`config.mk`:
```
export PLATFORM = sky130hd
export DESIGN_NAME = cronometro_ctrl_flat
export DESIGN_NICKNAME = d
export VERILOG_FILES = /design/src/rtl/cronometro_ctrl_if.sv /design/src/rtl/cronometro_ctrl.sv /design/src/flat_wrapper.sv
export SDC_FILE = /design/constraint.sdc
export NUM_CORES = 1
export LEC_CHECK = 0
export CELL_PAD_IN_SITES_DETAIL_PLACEMENT = 0
export CELL_PAD_IN_SITES_GLOBAL_PLACEMENT = 1
export CORE_ASPECT_RATIO = 0.8
export CORE_MARGIN = 2
export CORE_UTILIZATION = 53
export CTS_CLUSTER_DIAMETER = 80
export DETAILED_ROUTE_END_ITERATION = 6
export GPL_TIMING_DRIVEN = 0
export PLACE_DENSITY = 0.84
export SYNTH_ARGS = -nofsm -noshare
export SYNTH_HDL_FRONTEND = slang
export SYNTH_SLANG_ARGS = --single-unit
```
`constraint.sdc`:
```
create_clock -name clk -period 4.79 [get_ports clk]
set_input_delay 0.479 -clock clk [delete_from_list [all_inputs] [get_ports clk]]
set_output_delay 0.479 -clock clk [all_outputs]
set_load 0.01 [all_outputs]
```
`src/rtl/cronometro_ctrl_if.sv`:
```
// Button / count-register / display handshake of the stopwatch controller.
// master drives the raw buttons and cont_max; slave is the controller itself.
interface cronometro_ctrl_if;
    logic       botao0;
    logic       botao1;
    logic       botao2;
    logic       botao3;
    logic       cont_max;
    logic [1:0] estado;
    logic       conta_en;
    logic       zera;
    logic       congela;

    modport master (
        output botao0, botao1, botao2, botao3, cont_max,
        input  estado, conta_en, zera, congela
    );

    modport slave (
        input  botao0, botao1, botao2, botao3, cont_max,
        output estado, conta_en, zera, congela
    );
endinterface

```
`src/rtl/cronometro_ctrl.sv`:
```
// Stopwatch control sequencer: button debouncing, mode FSM and timebase prescaler
// driving the count register (conta_en/zera) and the display freeze flag (congela).
module cronometro_ctrl #(
    parameter int DEBOUNCE_CYCLES = 250000,
    parameter int TICK_DIV        = 500000
) (
    input  logic               clk,
    input  logic               reset,
    cronometro_ctrl_if.slave   bus
);

    localparam int DW = (DEBOUNCE_CYCLES > 1) ? $clog2(DEBOUNCE_CYCLES) : 1;
    localparam int PW = (TICK_DIV > 1) ? $clog2(TICK_DIV) : 1;
    localparam logic [DW-1:0] DEB_LAST  = DW'(DEBOUNCE_CYCLES - 1);
    localparam logic [PW-1:0] TICK_LAST = PW'(TICK_DIV - 1);

    typedef enum logic [1:0] {
        PARADO   = 2'b00,
        CONTANDO = 2'b01,
        PAUSADO  = 2'b10,
        VOLTA    = 2'b11
    } estado_t;

    // Bit order everywhere: [0] INICIAR, [1] PAUSAR, [2] ZERAR, [3] VOLTA
    logic [3:0]    raw;
    logic [3:0]    sync1;
    logic [3:0]    sync2;
    logic [3:0]    deb;
    logic [3:0]    deb_prev;
    logic [3:0]    ev;
    logic [DW-1:0] deb_cnt [4];

    assign raw = {bus.botao3, bus.botao2, bus.botao1, bus.botao0};

    always_ff @(posedge clk or posedge reset) begin
        if (reset) begin
            sync1    <= '0;
            sync2    <= '0;
            deb      <= '0;
            deb_prev <= '0;
            // NOTE: the counter array is tiny flops, not RAM, so resetting it is free
            // and guarantees a held button needs a fresh full debounce after reset.
            for (int i = 0; i < 4; i++) deb_cnt[i] <= '0;
        end else begin
            // NOTE: non-blocking assignments keep sync1 -> sync2 a true two-stage chain.
            sync1    <= raw;
            sync2    <= sync1;
            deb_prev <= deb;
            for (int i = 0; i < 4; i++) begin
                if (sync2[i] == deb[i]) begin
                    deb_cnt[i] <= '0;
                end else if (deb_cnt[i] == DEB_LAST) begin
                    deb[i]     <= sync2[i];
                    deb_cnt[i] <= '0;
                end else begin
                    deb_cnt[i] <= deb_cnt[i] + 1'b1;
                end
            end
        end
    end

    assign ev = deb & ~deb_prev;

    logic ev_iniciar;
    logic ev_pausar;
    logic ev_zerar;
    logic ev_volta;

    assign ev_iniciar = ev[0];
    assign ev_pausar  = ev[1];
    assign ev_zerar   = ev[2];
    assign ev_volta   = ev[3];

    estado_t       estado_q;
    estado_t       estado_d;
    logic [PW-1:0] pres_q;
    logic [PW-1:0] pres_d;
    logic          zera_q;
    logic          zera_d;
    logic          conta_q;
    logic          conta_d;
    logic          running;
    logic          tick;
    logic          saturado;

    assign running  = (estado_q == CONTANDO) || (estado_q == VOLTA);
    assign tick     = running && (pres_q == TICK_LAST);
    assign saturado = tick && bus.cont_max;

    always_ff @(posedge clk or posedge reset) begin
        if (reset) begin
            estado_q <= PARADO;
            pres_q   <= '0;
            zera_q   <= 1'b0;
            conta_q  <= 1'b0;
        end else begin
            estado_q <= estado_d;
            pres_q   <= pres_d;
            zera_q   <= zera_d;
            conta_q  <= conta_d;
        end
    end

    always_comb begin
        // NOTE: every output gets a default first, so no path can infer a latch.
        estado_d = estado_q;
        pres_d   = pres_q;
        zera_d   = 1'b0;
        conta_d  = 1'b0;

        if (running) pres_d = tick ? '0 : pres_q + 1'b1;

        if (ev_zerar) begin
            estado_d = PARADO;
            zera_d   = 1'b1;
        end else begin
            case (estado_q)
                PARADO:   if (ev_iniciar) estado_d = CONTANDO;
                CONTANDO: begin
                    if (ev_pausar || saturado) estado_d = PAUSADO;
                    else if (ev_volta)         estado_d = VOLTA;
                end
                VOLTA: begin
                    if (ev_pausar || saturado) estado_d = PAUSADO;
                    else if (ev_volta)         estado_d = CONTANDO;
                end
                PAUSADO:  if (ev_iniciar) estado_d = CONTANDO;
                default:  estado_d = PARADO;
            endcase
        end

        // Leaving PARADO always starts a fresh 1/100 s period
        if ((estado_q == PARADO) || ev_zerar) pres_d = '0;

        // A clear on the same cycle as a tick swallows the increment
        conta_d = tick && !bus.cont_max && !ev_zerar;
    end

    assign bus.estado   = estado_q;
    assign bus.conta_en = conta_q;
    assign bus.zera     = zera_q;
    assign bus.congela  = (estado_q == VOLTA);

endmodule
```
`src/flat_wrapper.sv`:
```
// flat-port wrapper written by rule: the top's interface ports become plain ports
module cronometro_ctrl_flat 
#(
    parameter int DEBOUNCE_CYCLES = 250000,
    parameter int TICK_DIV        = 500000
)
  (clk, reset, bus_botao0, bus_botao1, bus_botao2, bus_botao3, bus_cont_max, bus_estado, bus_conta_en, bus_zera, bus_congela);
  cronometro_ctrl_if bus_i ();
  input  logic clk;
  input  logic reset;
  input wire logic [$bits(bus_i.botao0)-1:0] bus_botao0;
  input wire logic [$bits(bus_i.botao1)-1:0] bus_botao1;
  input wire logic [$bits(bus_i.botao2)-1:0] bus_botao2;
  input wire logic [$bits(bus_i.botao3)-1:0] bus_botao3;
  input wire logic [$bits(bus_i.cont_max)-1:0] bus_cont_max;
  output wire logic [$bits(bus_i.estado)-1:0] bus_estado;
  output wire logic [$bits(bus_i.conta_en)-1:0] bus_conta_en;
  output wire logic [$bits(bus_i.zera)-1:0] bus_zera;
  output wire logic [$bits(bus_i.congela)-1:0] bus_congela;
  assign bus_i.botao0 = bus_botao0;
  assign bus_i.botao1 = bus_botao1;
  assign bus_i.botao2 = bus_botao2;
  assign bus_i.botao3 = bus_botao3;
  assign bus_i.cont_max = bus_cont_max;
  assign bus_estado = bus_i.estado;
  assign bus_conta_en = bus_i.conta_en;
  assign bus_zera = bus_i.zera;
  assign bus_congela = bus_i.congela;
  cronometro_ctrl #(.DEBOUNCE_CYCLES(DEBOUNCE_CYCLES), .TICK_DIV(TICK_DIV)) u_core (.clk(clk), .reset(reset), .bus(bus_i));
endmodule
```
**After elaboration in Yosys (flattened, before gate mapping)**

Cells that the tools add are included.

- Register bits: 111
- Bits in read-only memories: 0
- Output and inout port bits: 5
- Bits in latches: 0
- RAM bits: 0
- Logic and storage cells: 77
- Memories: 0

- Shift operators: 0
- Reduce and logical (&&, ||, !) cells: 17
- Mux-type cells: 19
- Bitwise gates (word level): 6
- Equal/unequal tests: 15
- $lt $le $gt $ge: 0
- $mul: 0
- $add $sub $neg: 5
- Div/mod/pow operators: 0

Operator list:

| cell | count |
|---|---|
| 2-to-1 mux 18 bit | 8 |
| adder 18 x 1 -> 18 bit, second input constant | 4 |
| equality test 18 bit, second input constant | 4 |
| 2-to-1 mux 19 bit | 3 |
| adder 19 x 1 -> 19 bit, second input constant | 1 |
| equality test 19 bit, second input constant | 1 |
| 2-to-1 mux 2 bit | 6 |
| AND reduction 2 bit | 4 |
| case mux 2 bit (3 select lines) | 1 |
| bitwise AND 4 bit | 1 |
| equality test 1 bit | 4 |
| equality test 2 bit, second input constant | 2 |
| logical AND 1 bit | 4 |
| inequality test 4 x 1 -> 1 bit, second input constant | 1 |
| inequality test 4 x 2 -> 1 bit, second input constant | 1 |
| NOT 1 bit | 4 |
| NOT 4 bit | 1 |
| logical OR 1 bit | 3 |
| inequality test 3 x 1 -> 1 bit, second input constant | 1 |
| AND reduction 3 bit | 1 |
| equality test 2 x 1 -> 1 bit, second input constant | 1 |
| zero test 1 bit | 2 |
| zero test 2 bit | 1 |
| nonzero test 2 bit | 1 |
| other kinds (2) | 2 |

**Longest topological paths before layout**

Gate-level depths: netlist of the first run.

- Depth after elaboration: 8
- Depth in mapped cells: 7
- Depth with buffers taken out: 5

**Worst setup path after synthesis of the first run**

Ideal clock, no wire load.

- Path kind: flip-flop to flip-flop
- Start: register u_core.pres_q[14]
- End: register u_core.pres_q[7]
- Stages on the path, launching flop included: 7
- Period minus slack after synthesis: 1.830 ns
- Arrival time: 1.705 ns
- Slack: 2.960 ns
- Data required time: 4.664 ns
- Setup time: 0.126 ns
- Buffers on the path: 2
- Cell sequence: dfrtp_1 -> or4b_4 -> nor4_4 -> a211o_1 -> buf_6 -> buf_12 -> a21oi_1

- Cells in the longest elaborated chain, start to end: 5

RTL lines:

| what | RTL line | source |
|---|---|---|
| start, declared | cronometro_ctrl.sv:76 | `logic [PW-1:0] pres_q;` |
| start signal, assigned | cronometro_ctrl.sv:98 | `pres_q <= pres_d;` |
| equality test 19 bit | cronometro_ctrl.sv:87 | `assign tick = running && (pres_q == TICK_LAST);` |
| logical AND 1 bit | cronometro_ctrl.sv:87 |  |
| 2-to-1 mux 19 bit (2 in series) | cronometro_ctrl.sv:111 | `if (running) pres_d = tick ? '0 : pres_q + 1'b1;` |
| 2-to-1 mux 19 bit | cronometro_ctrl.sv:133 | `if ((estado_q == PARADO) \|\| ev_zerar) pres_d = '0;` |

No other way between the ends. The select of a mux whose other input is x is not followed.
A chain may end at the register's enable or synchronous reset.

**Worst setup path in the final report of the first run**

- Start: register u_core.deb_cnt[5] (netlist bit)
- End: register u_core.deb_cnt[8] (netlist bit)

- Cells in the longest elaborated chain, start to end: 3
- Elaborated cells between the ends (all ways): 4
- Those cells by class: add/sub: 1; eq/ne: 1; mux: 2

RTL lines:

| what | RTL line | source |
|---|---|---|
| start, declared | cronometro_ctrl.sv:31 | `logic [DW-1:0] deb_cnt [4];` |
| start signal, assigned by index | cronometro_ctrl.sv:56 | `deb_cnt[i] <= deb_cnt[i] + 1'b1;` |
| adder 18 x 1 -> 18 bit / equality test 18 bit (equally long branches) | cronometro_ctrl.sv:56, cronometro_ctrl.sv:52 |  |
| 2-to-1 mux 18 bit * | cronometro_ctrl.sv:52 | `end else if (deb_cnt[i] == DEB_LAST) begin` |
| 2-to-1 mux 18 bit * | cronometro_ctrl.sv:50 | `if (sync2[i] == deb[i]) begin` |

Every way passes the cells marked *; elsewhere a longest branch is shown, timed or not.

==> results of run 1 <==
==> Yosys cell counts, types with 3 or more instances <==
master / n
sky130_fd_sc_hd__nor4_1: 16
sky130_fd_sc_hd__nand2b_1: 3
sky130_fd_sc_hd__ha_1: 5
sky130_fd_sc_hd__inv_1: 18
sky130_fd_sc_hd__dfrtp_1: 111
sky130_fd_sc_hd__nor3_1: 11
sky130_fd_sc_hd__nand3_1: 25
sky130_fd_sc_hd__nor2_1: 74
sky130_fd_sc_hd__nor4b_1: 4
sky130_fd_sc_hd__o2111ai_1: 4
sky130_fd_sc_hd__buf_2: 4
sky130_fd_sc_hd__and4_1: 4
sky130_fd_sc_hd__o31ai_1: 11
sky130_fd_sc_hd__nand4_1: 17
sky130_fd_sc_hd__o41ai_4: 4
sky130_fd_sc_hd__a21oi_1: 29
sky130_fd_sc_hd__o21ai_0: 15
sky130_fd_sc_hd__clkbuf_1: 6
sky130_fd_sc_hd__and3_1: 9
sky130_fd_sc_hd__xor2_1: 27
sky130_fd_sc_hd__mux2_2: 4
sky130_fd_sc_hd__nor2b_1: 3
sky130_fd_sc_hd__or3_1: 13
sky130_fd_sc_hd__or2_2: 3
sky130_fd_sc_hd__xnor2_1: 33
sky130_fd_sc_hd__or4_1: 13
sky130_fd_sc_hd__nand2_1: 27
==> metrics by stage <==
| stage | std cells | cell area, µm² | TNS (ns) | power, mW | hold slack (ns) |
|---|---|---|---|---|---|
| 5_1_grt | 686 | 6030 | 0 | 1.89 | 0.360 |
| 4_1_cts | 686 | 6030 | 0 | 1.84 | 0.358 |
| 3_5_place_dp | 670 | 5700 | 0 | 1.04 | 0.339 |
| 2_1_floorplan | 522 | 5390 | 0 | 1.01 | 0.331 |
| 6_report | 686 | 6030 | 0 | 1.81 | 0.353 |
| 3_3_place_gp | 669 | 5670 | -25.71 | 1.03 | 0.332 |
==> worst reg2reg max path, delay by kind of cell, from the launching register on <==
kind	cells	cell delay, ns
AND/OR/NAND/NOR	3	0.61
AO/OA/AOI/OAI	1	0.51
buffers and inverters	2	0.55
flip-flops	1	0.36
==> per-layer routing <==
| metal | track usage (%) | part of all wire [%] | wire [µm] |
|---|---|---|---|
| met2 | 31.0 | 44 | 4370 |
| met1 | 29.8 | 52 | 5160 |
| met5 | 0 | 0 | 0 |
| met3 | 4.06 | 2.5 | 244 |
| met4 | 5.59 | 1.1 | 110 |
==> area by class of cell <==
type | count | area (µm²)
Timing Repair Buffer | 12 | 138
Sequential cell | 111 | 2780
Clock inverter | 6 | 92.6
Tap cell | 136 | 170
Inverter | 18 | 70.1
Buffer | 14 | 88.8
Fill cell | 817 | 3740
Clock buffer | 10 | 229
Multi-Input combinational cell | 379 | 2460
==> cells by family (layout without fill, tap and decap cells) <==
| group | count (synthesis) | after routing | share of synthesized area [%] |
|---|---|---|---|
| AO/OA/AOI/OAI | 74 | 74 | 10.0 |
| XOR/XNOR | 60 | 60 | 9.74 |
| AND/OR/NAND/NOR | 236 | 236 | 23.8 |
| adder cells (fa/ha/maj) | 5 | 5 | 1.16 |
| multiplexers | 4 | 4 | 0.835 |
| flip-flops | 111 | 111 | 51.5 |
| buffers and inverters | 32 | 60 | 2.90 |
==> registers in the layout, summed over array words and instances, names as in the netlist <==
name and cells:
u_core.deb_cnt 72, u_core.pres_q 19, u_core.deb 4, u_core.deb_prev 4
u_core.sync1 4, u_core.sync2 4, u_core.bus.estado 2, u_core.bus.conta_en 1
u_core.bus.zera 1
==> where the power goes <==
| group | switching (mW) | leakage, nW | internal (mW) |
|---|---|---|---|
| combinational | 0.0370 | 0.809 | 0.0195 |
| sequential | 0.00982 | 1.50 | 0.948 |
| clock | 0.334 | 0.155 | 0.463 |
| total | 0.381 | 2.46 | 1.43 |
==> worst max-delay path by stage <==
stage | endpoint | slack, ns | depth (start not counted) | startpoint
after floorplan | u_core.bus.conta_en | 1.38 | 1 | reset
after global placement | u_core.pres_q[11] | -0.24 | 2 | reset
after detailed placement | u_core.deb_cnt[9] | 2.62 | 6 | u_core.deb_cnt[5]
after CTS | u_core.deb_cnt[8] | 2.62 | 6 | u_core.deb_cnt[5]
after global routing | u_core.deb_cnt[6] | 2.49 | 6 | u_core.deb_cnt[5]
final | u_core.deb_cnt[8] | 2.65 | 6 | u_core.deb_cnt[5]
==> placed cells by master (no fill, tap or decap), drive strengths merged, types with 15 or more instances in the layout <==
cell and n:
dfrtp 111, nand3 27, xnor2 33, a21oi 29
o21ai 15, nor4 17, nand2 27, inv 20
xor2 27, clkbuf 16, nand4 19, nor2 74
==> flow_metrics.py, run 1 <==
metrics = {
    "grt": {
        "grt_max_degree": 60,
        "overflow": 0,
        "gr-usage-all-layers_pct": 20.4,
        "grt_first_pass_wirelength_mm": 17.8,
        "antenna_found_initial": 0,
        "first_global_vias": 3760,
    },
    "floorplanning": {
        "rows": 32,
        "core_region_area_mm2": 0.00977,
        "initial_utilization_pct": 55.2,
        "die-width_um": 117,
        "die_area_mm2": 0.0110,
        "fp.dieH_um": 94.2,
        "ioPinCount": 12,
    },
    "logic_synthesis": {
        "cell_area_after_technology_mapping_mm2": 0.00539,
        "synth-async-reset-ratio_pct": 100,
        "ys_seq_elements": 111,
        "synthesis.yosys.warnings": 0,
        "postSynthCellCount": 522,
        "yosysSeqAreaShare_pct": 51.5,
        "main_flop_type_after_synthesis": "sky130_fd_sc_hd__dfrtp_1",
        "synthDominantAreaCellType": "sky130_fd_sc_hd__dfrtp_1",
        "synth_top_cell_area_share_pct": 51.5,
        "synth.lib_cells_used.distinct": 51,
        "synthTopCellsByArea": "sky130_fd_sc_hd__dfrtp_1, sky130_fd_sc_hd__xnor2_1, sky130_fd_sc_hd__nor2_1, sky130_fd_sc_hd__xor2_1, sky130_fd_sc_hd__a21oi_1",
        "syn_nets": 534,
        "synth_edf_count": 0,
        "synthesized_area_per_cell_um2": 10.3,
    },
    "sta": {
        "timing.final.crit_period_ns": 2.14,
        "timing.max_slew.rel_slack_pct": 34.6,
        "worst_pin_slew_ns": 0.967,
        "max_freq_ghz": 0.466,
        "finalSetupViolations": 0,
        "timing.clock.skew_ns": 0.00591,
        "timing.final.crit_share_pct": 44.8,
        "maxSlewViolCount": 0,
        "fin_ws_ns": 2.65,
        "timing_hold_violations_final": 0,
        "grt_setup_unrepaired": "no",
    },
    "route": {
        "detail_route.first_pass.iterations": 4,
        "routedWlPerCell_um": 14.4,
        "via_count_of_the_routed_design": 3798,
        "route.antenna.remaining_nets": 0,
        "totalWireLength_mm": 9.88,
        "vias_per_cell": 5.54,
        "drt_iter0_drc": 211,
        "detail_route.drc_violations": 0,
    },
    "layout": {
        "antennaDiodeCount": 0,
        "num-nets-final": 557,
        "post-route-util_pct": 61.7,
        "drive_above_1_share_pct": 8.18,
        "area_delta_synth_final_pct": 11.7,
    },
    "worst_setup_path": {
        "worst_path_dominant_cell_family": "simple AND/OR/NAND/NOR gates",
        "path_max_fanout": 10,
        "worst_ep_arrival_time_ns": 2.37,
        "worstSetupEndpointType": "register",
        "worstPathCellList": "clkbuf_1 > nor4bb_1 > nand2_1 > o41ai_4 > buf_2 > nor2_1",
        "cp_peak_stage_delay_ns": 0.51,
        "cp_slowest_cell": "sky130_fd_sc_hd__o41ai_4",
        "timing.rr.start": "u_core.deb_cnt[5]",
        "critical_path.reg2reg.endpoint": "u_core.deb_cnt[8]",
        "worst-endpoint-required_ns": 5.01,
        "critical_path.startpoint_type": "register",
        "critPathBufInv": 2,
        "regToRegSetupSlack_ns": 2.65,
        "criticalPathCategory": "register to register",
        "worst_r2r_path_depth": 6,
    },
    "power_and_ir_drop": {
        "cellLeakagePower_nw": 2.46,
        "power.density_cell_area_mw_per_mm2": 301,
        "ir_worst_vdd_mv": 0.187,
    },
    "clock_tree": {
        "root_buffer": "sky130_fd_sc_hd__clkbuf_16",
        "cts.sinks": 111,
        "cts-htree-levels": 3,
        "worst_skew_pair.late_latency_ns": 0.34,
        "number_of_buffers_created_by_cts": 9,
        "clk_transition_reported_paths_ns": 0.07,
        "cts_tree": "built",
        "clock_path_buffers": 2,
        "holdBufCountCts": 0,
        "cts_setup_buffers": 0,
        "cts-resized-gates": 0,
    },
    "place": {
        "placement.setup.worst_slack_ns": 2.62,
        "port-buffer-count": 11,
        "gp_congestion": 0.799,
        "detailedPlacementHpwl_mm": 6.84,
    },
    "run_status": {
        "status": "complete, no violations",
    },
    "run": {
        "cap_violations": 0,
    },
    "hold_path": {
        "hold_crit_path_type": "register to register",
        "timing.hold.worst.start": "u_core.sync1[0]",
        "hold_path_depth": 0,
        "worst_hold_path.endpoint": "u_core.sync2[0]",
    },
}
No activity file was read; power rests on OpenSTA's default activity.
==> inputs of run 2 (changes only) <==
CORE_UTILIZATION = 45   (was 53)
PLACE_DENSITY = 0.76   (was 0.84)
clock period = 1.93 ns   (was 4.79 ns; I/O delays follow)
==> run 2 against run 1 <==
  * Worst setup slack worse by 2.6 ns
  * Clock power rose to 2.5 times the previous value
  * Non-clock buffer count up 18
  * Critical endpoint is now u_core.pres_q[8]
  * Final area up 5.6%
  * Largest power group unchanged
  * Core utilization down 6.8 points
  * Final cell count up 4.4%
  * Sequential share of layout area down 2.4 points
  * Highest routed layer unchanged
==> flow_metrics.py, run 2 (synthesis results as in run 1) <==
metrics = {
    "layout": {
        "layout_top_registers": "u_core.deb_cnt (72), u_core.pres_q (19)",
        "num-nets-final": 575,
        "layout.cells.most_common": "sky130_fd_sc_hd__dfrtp_1",
        "area_delta_synth_final_pct": 18.0,
        "mostFrequentLayoutCells": "sky130_fd_sc_hd__dfrtp_1, sky130_fd_sc_hd__nor2_1, sky130_fd_sc_hd__xnor2_1, sky130_fd_sc_hd__nand2_1, sky130_fd_sc_hd__xor2_1",
        "largest_reg_flops": 72,
        "post-route-util_pct": 54.8,
        "antennaDiodeCount": 0,
        "max_flop_register": "u_core.deb_cnt",
        "drive_above_1_share_pct": 14.8,
    },
    "clock_tree": {
        "cts-htree-levels": 3,
        "root_buffer": "sky130_fd_sc_hd__clkbuf_16",
        "worst_skew_pair.late_latency_ns": 0.35,
        "holdBufCountCts": 0,
        "clk_transition_reported_paths_ns": 0.07,
        "number_of_buffers_created_by_cts": 9,
        "cts.sinks": 111,
        "cts_tree": "built",
        "clock_path_buffers": 2,
    },
    "route": {
        "detailroute.wirelength.met2_mm": 4.90,
        "wl_met1_mm": 5.44,
        "via_count_of_the_routed_design": 4008,
        "totalWireLength_mm": 10.8,
        "vias_per_cell": 5.60,
        "detail_route.first_pass.iterations": 4,
        "routedWlPerCell_um": 15.1,
        "met3_wirelength_um": 334,
        "drt_iter0_drc": 259,
        "topRoutingLayerUsed": "met4",
        "route.antenna.remaining_nets": 0,
        "detail_route.drc_violations": 0,
    },
    "power_and_ir_drop": {
        "cellLeakagePower_nw": 2.58,
        "comb_power_share_pct": 3.6,
        "post-layout-total-power_mw": 4.57,
        "power.density_cell_area_mw_per_mm2": 718,
        "design_internal_power_mw": 3.59,
        "seq_power_share_pct": 52.1,
        "clock_power_share_pct": 44.3,
        "ir_worst_vdd_mv": 0.527,
        "sw_frac_of_total_pct": 21.3,
        "power.net_switching_uw": 975,
    },
    "worst_setup_path": {
        "criticalPathCategory": "register to register",
        "worst_ep_arrival_time_ns": 2.16,
        "worstSetupEndpointType": "register",
        "critical_path.startpoint_type": "register",
        "path_max_fanout": 10,
        "worst-endpoint-required_ns": 2.17,
    },
    "place": {
        "gp_congestion": 0.752,
        "placement.setup.worst_slack_ns": -0.201,
        "port-buffer-count": 11,
        "detailedPlacementHpwl_mm": 7.03,
    },
    "sta": {
        "timing.clock.skew_ns": 0.00657,
        "finalSetupViolations": 0,
        "timing.final.crit_period_ns": 1.92,
        "fin_ws_ns": 0.0108,
        "timing_hold_violations_final": 0,
        "max_freq_ghz": 0.521,
        "timing.final.crit_share_pct": 99.4,
        "worst_pin_slew_ns": 0.570,
        "timing.max_slew.rel_slack_pct": 61.9,
        "maxSlewViolCount": 0,
        "timing.hold.ws_ns": 0.105,
        "grt_setup_unrepaired": "yes",
        "totalNegativeSetupSlack_ns": 0,
    },
    "floorplanning": {
        "ioPinCount": 12,
        "initial_utilization_pct": 46.5,
        "die-width_um": 126,
        "die_area_mm2": 0.0129,
        "fp.dieH_um": 102,
        "core_region_area_mm2": 0.0116,
        "rows": 35,
    },
    "grt": {
        "first_global_vias": 3752,
        "antenna_found_initial": 0,
        "grt_max_degree": 43,
        "grt_first_pass_wirelength_mm": 18.4,
        "gr-usage-all-layers_pct": 17.7,
        "overflow": 0,
    },
    "hold_path": {
        "hold_crit_path_type": "input port to asynchronous set/reset pin",
    },
    "run": {
        "cap_violations": 0,
    },
    "run_status": {
        "status": "complete, no violations",
    },
}
==> run 2: cell types whose count changed in the layout (fill, tap and decap cells not counted), sizes merged <==
cell / before / now
clkinv: 1 / 2
inv: 20 / 17
clkinvlp: 1 / 2
buf: 9 / 27
clkbuf: 16 / 17
==> run 2: area by class of cell <==
type,instances,area (µm²)
timing repair buffer,30,319
buffer,14,97.6
fill,997,5240
clock inverter,5,81.3
multi-input combinational,379,2580
tap,148,185
clock buffer,11,243
sequential,111,2780
inverter,18,71.3
==> run 2: final timing paths <==
path	start	to	slack, ns	cells past startpoint
max	u_core.pres_q[7]	u_core.pres_q[8]	0.01	6
min	reset	u_core.sync1[1]	0.10	2
max reg2reg	u_core.pres_q[7]	u_core.pres_q[8]	0.01	6
min reg2reg	u_core.sync1[3]	u_core.sync2[3]	0.35	0
max in group asynchronous	reset	u_core.pres_q[3]	1.18	4
min in group clk	bus_botao1	u_core.sync1[1]	0.28	1
==> run 2: critical path, cell delays in order, from the launching register on <==
cell and delay, ns:
sky130_fd_sc_hd__dfrtp_1 0.43, sky130_fd_sc_hd__or4b_4 0.51, sky130_fd_sc_hd__nor4_4 0.35, sky130_fd_sc_hd__a211o_1 0.20, sky130_fd_sc_hd__buf_6 0.13, sky130_fd_sc_hd__buf_12 0.13
sky130_fd_sc_hd__nor2_1 0.05
==> run 2: stage by stage <==
stage,instance area (µm²),std cells
3_5_place_dp,5750,684
2_1_floorplan,5400,522
6_report,6360,716
3_3_place_gp,5690,681
4_1_cts,6220,710
5_1_grt,6360,716
==> run 2: timing repair <==
| item | in CTS | in global routing |
|---|---|---|
| buffers inserted | 10 | 6 |
| resized for setup | 8 | 26 |
| setup endpoints to repair | 60 | 45 |
| pin swaps | 7 | 8 |
| endpoints found under the hold margin | 0 | 0 |
==> run 2: power groups by stage <==
stage	Clock, mW	Sequential (mW)	Combinational [mW]
2_1_floorplan	0	2.42	0.0982
3_3_place_gp	0	2.42	0.139
3_5_place_dp	0	2.42	0.156
4_1_cts	2.08	2.38	0.167
5_1_grt	2.16	2.38	0.192
6_report	2.02	2.38	0.165
==> run 2: per-layer routing <==
metal  GRT usage [%]  up-vias
met4            6.17        0
met5               0        -
met1            26.0     1989
met3            4.03       10
li1                -     1957
met2            25.9       52
==> RTL edit (flow settings as in run 2) <==
`DEBOUNCE_CYCLES` is set to 250000 in 2 places; all go to 125000.
--- a/src/rtl/cronometro_ctrl.sv
+++ b/src/rtl/cronometro_ctrl.sv
@@ -1,7 +1,7 @@
 // Stopwatch control sequencer: button debouncing, mode FSM and timebase prescaler
 // driving the count register (conta_en/zera) and the display freeze flag (congela).
 module cronometro_ctrl #(
-    parameter int DEBOUNCE_CYCLES = 250000,
+    parameter int DEBOUNCE_CYCLES = 125000,
     parameter int TICK_DIV        = 500000
 ) (
     input  logic               clk,
--- a/src/flat_wrapper.sv
+++ b/src/flat_wrapper.sv
@@ -1,7 +1,7 @@
 // flat-port wrapper written by rule: the top's interface ports become plain ports
 module cronometro_ctrl_flat 
 #(
-    parameter int DEBOUNCE_CYCLES = 250000,
+    parameter int DEBOUNCE_CYCLES = 125000,
     parameter int TICK_DIV        = 500000
 )
   (clk, reset, bus_botao0, bus_botao1, bus_botao2, bus_botao3, bus_cont_max, bus_estado, bus_conta_en, bus_zera, bus_congela);
Function: same outputs for any inputs over 10 cycles, from zero or initial values and one cycle with reset high; that may be too few to reach the edited logic, so the function may still have changed.
==> RTL edit against run 2 <==
  * The run now ends with setup timing left
  * Sequential power is 3% lower
  * Sequential cell count decreased by 4
  * Synthesized area is 5.0% lower
  * Wire length fell by 6.9%
  * Worst setup slack got worse by 0.056 ns
  * First-iteration DRC count shrank 6.6%
  * Hold slack improved by 0.17 ns
  * Final cell count is 3.2% lower
  * Total power is 4.3% lower
  * Final area shrank 3.0%
  * Critical path type unchanged
  * Highest routed layer unchanged
==> RTL edit: results (changes against run 2) <==
- Post-synthesis cell type count: 42 (-18%)
- Crit Path Max Fanout: 5 (-5)
- Placed cells: 656 (-4.1%)
- Pre-CTS worst setup slack: -0.218 ns (-0.0165 ns)
- TNS Setup: -0.0450 ns (-0.0450 ns)
- Setup-failing EPs final: 1 (+1)
- Setup WS post-layout: -0.0450 ns (-0.0557 ns)
- Max IR drop VDD: 0.420 mV (-20%)
- Reg2Reg Depth: 4 (-2)
- #MultiIn Comb: 360 (-5.0%)
- Met2 Resource Use GR: 25.7% (-0.18 points)
- DR WL met3: 296 um (-11%)
- HPWL Detailed: 6530 um (-7.2%)
- Xor/xnor share of the synthesized area: 10.4% (+0.68 points)
- Status: finished, violations left
- R2R Path End: u_core.bus.estado[1]$_DFFE_PP0P_
- Routability cong.: 0.823 (+9.5%)
- Synth top area cells: dfrtp_1 (52%), xnor2_1 (6.8%), nor2_1 (5.2%)
- Post-route insts no fill: 693 (-3.2%)
- Crit Path Category: flip-flop to flip-flop
- Sequential-to-total area share from yosys stat: 52.3% (+0.76 points)
- Top flop regs: u_core.deb_cnt x68, u_core.pres_q x19
- Critical Path Start: u_core.pres_q[14]$_DFFE_PP0P_
- Finished Core Util: 56.2% (+1.4 points)
- Chip width: 123 um (-2.5%)
- DR WL met2: 4440 um (-9.4%)
- Placed cell area: 0.00546 mm2 (-5.1%)
- Met1 wire length: 5210 um (-4.1%)
- Pleak: 2.43 nW (-5.9%)
- Met1 Use GR: 26.6% (+0.58 points)
- CP arrival: 2.24 ns (+0.08 ns)
- Sequential cell area share: 43.4% (-0.27 points)
- Worst slew pin tran: 0.765 ns (+0.196 ns)
- Layout cells sized above 1: 19.5% (+4.7 points)
- Synth cell count leaders: dfrtp_1 (107), nor2_1 (71), xnor2_1 (40)
- Non-Clock Buffer Area Fraction: 6.63% (+0.081 points)
- Multi-input logic portion of the cell area: 40.6% (-0.058 points)
- Gr usage total: 17.8% (+0.12 points)
- Routed len/inst: 14.5 um (-3.8%)
- Vias in the first global route: 3571 (-4.8%)
- Clock buffer cells: 10 (-1)
- Mux share of post-synthesis cell area: 0.879% (+0.044 points)
- Post-Syn Nets: 511 (-4.3%)
- Largest net degree at the start of global routing: 41 (-4.7%)
- First-pass GRT wire length: 17400 um (-5.4%)
- Clock skew: 0.0114 ns (+0.00480 ns)
- Post-CTS sizing: 26 (+18)
- Nonclk inv count: 22 (+4)
- Final clock-cell share: 5.05% (-0.045 points)
- # fillers: 961 (-3.6%)
- Drt pass-1 iters: 4 (unchanged)
- Violated checks: setup timing
- CP peak stage delay: 0.55 ns (+0.04 ns)
- DRT iter0 DRCs: 242 (-6.6%)
- FF-to-FF Start: u_core.pres_q[14]$_DFFE_PP0P_
- Post-CTS setup buffer count: 15 (+5)
- Number of synthesized register bits: 107 (-3.6%)
- Slowest CP cell: or4_4
## RTL edit: cell types whose count changed in the layout (fill, tap and decap cells not counted), sizes merged, moves of 7 or more
| cell | before | now |
|---|---|---|
| clkbuf | 17 | 10 |
| nand3 | 27 | 36 |
| o21ai | 15 | 7 |
| xnor2 | 33 | 40 |
## RTL edit: power breakdown
| part | internal [mW] | total, mW | switching (mW) | leakage (nW) |
|---|---|---|---|---|
| registers | 2.27 | 2.30 | 0.0297 | 1.44 |
| clock network | 1.06 | 1.91 | 0.852 | 0.150 |
| logic | 0.0670 | 0.165 | 0.0981 | 0.838 |
## RTL edit: cells by family after synthesis
kind of cell | count (synthesis)
compound gates | 62
xor+xnor | 61
fa+ha+maj | 5
buf+inv | 32
flops | 107
mux | 4
simple gates | 228
## RTL edit: worst reg2reg max path, stage by stage, from the launching register on
cell,delay [ns]
dfrtp_1,0.42
or4_4,0.55
or3_4,0.38
or3_4,0.34
a211oi_2,0.20
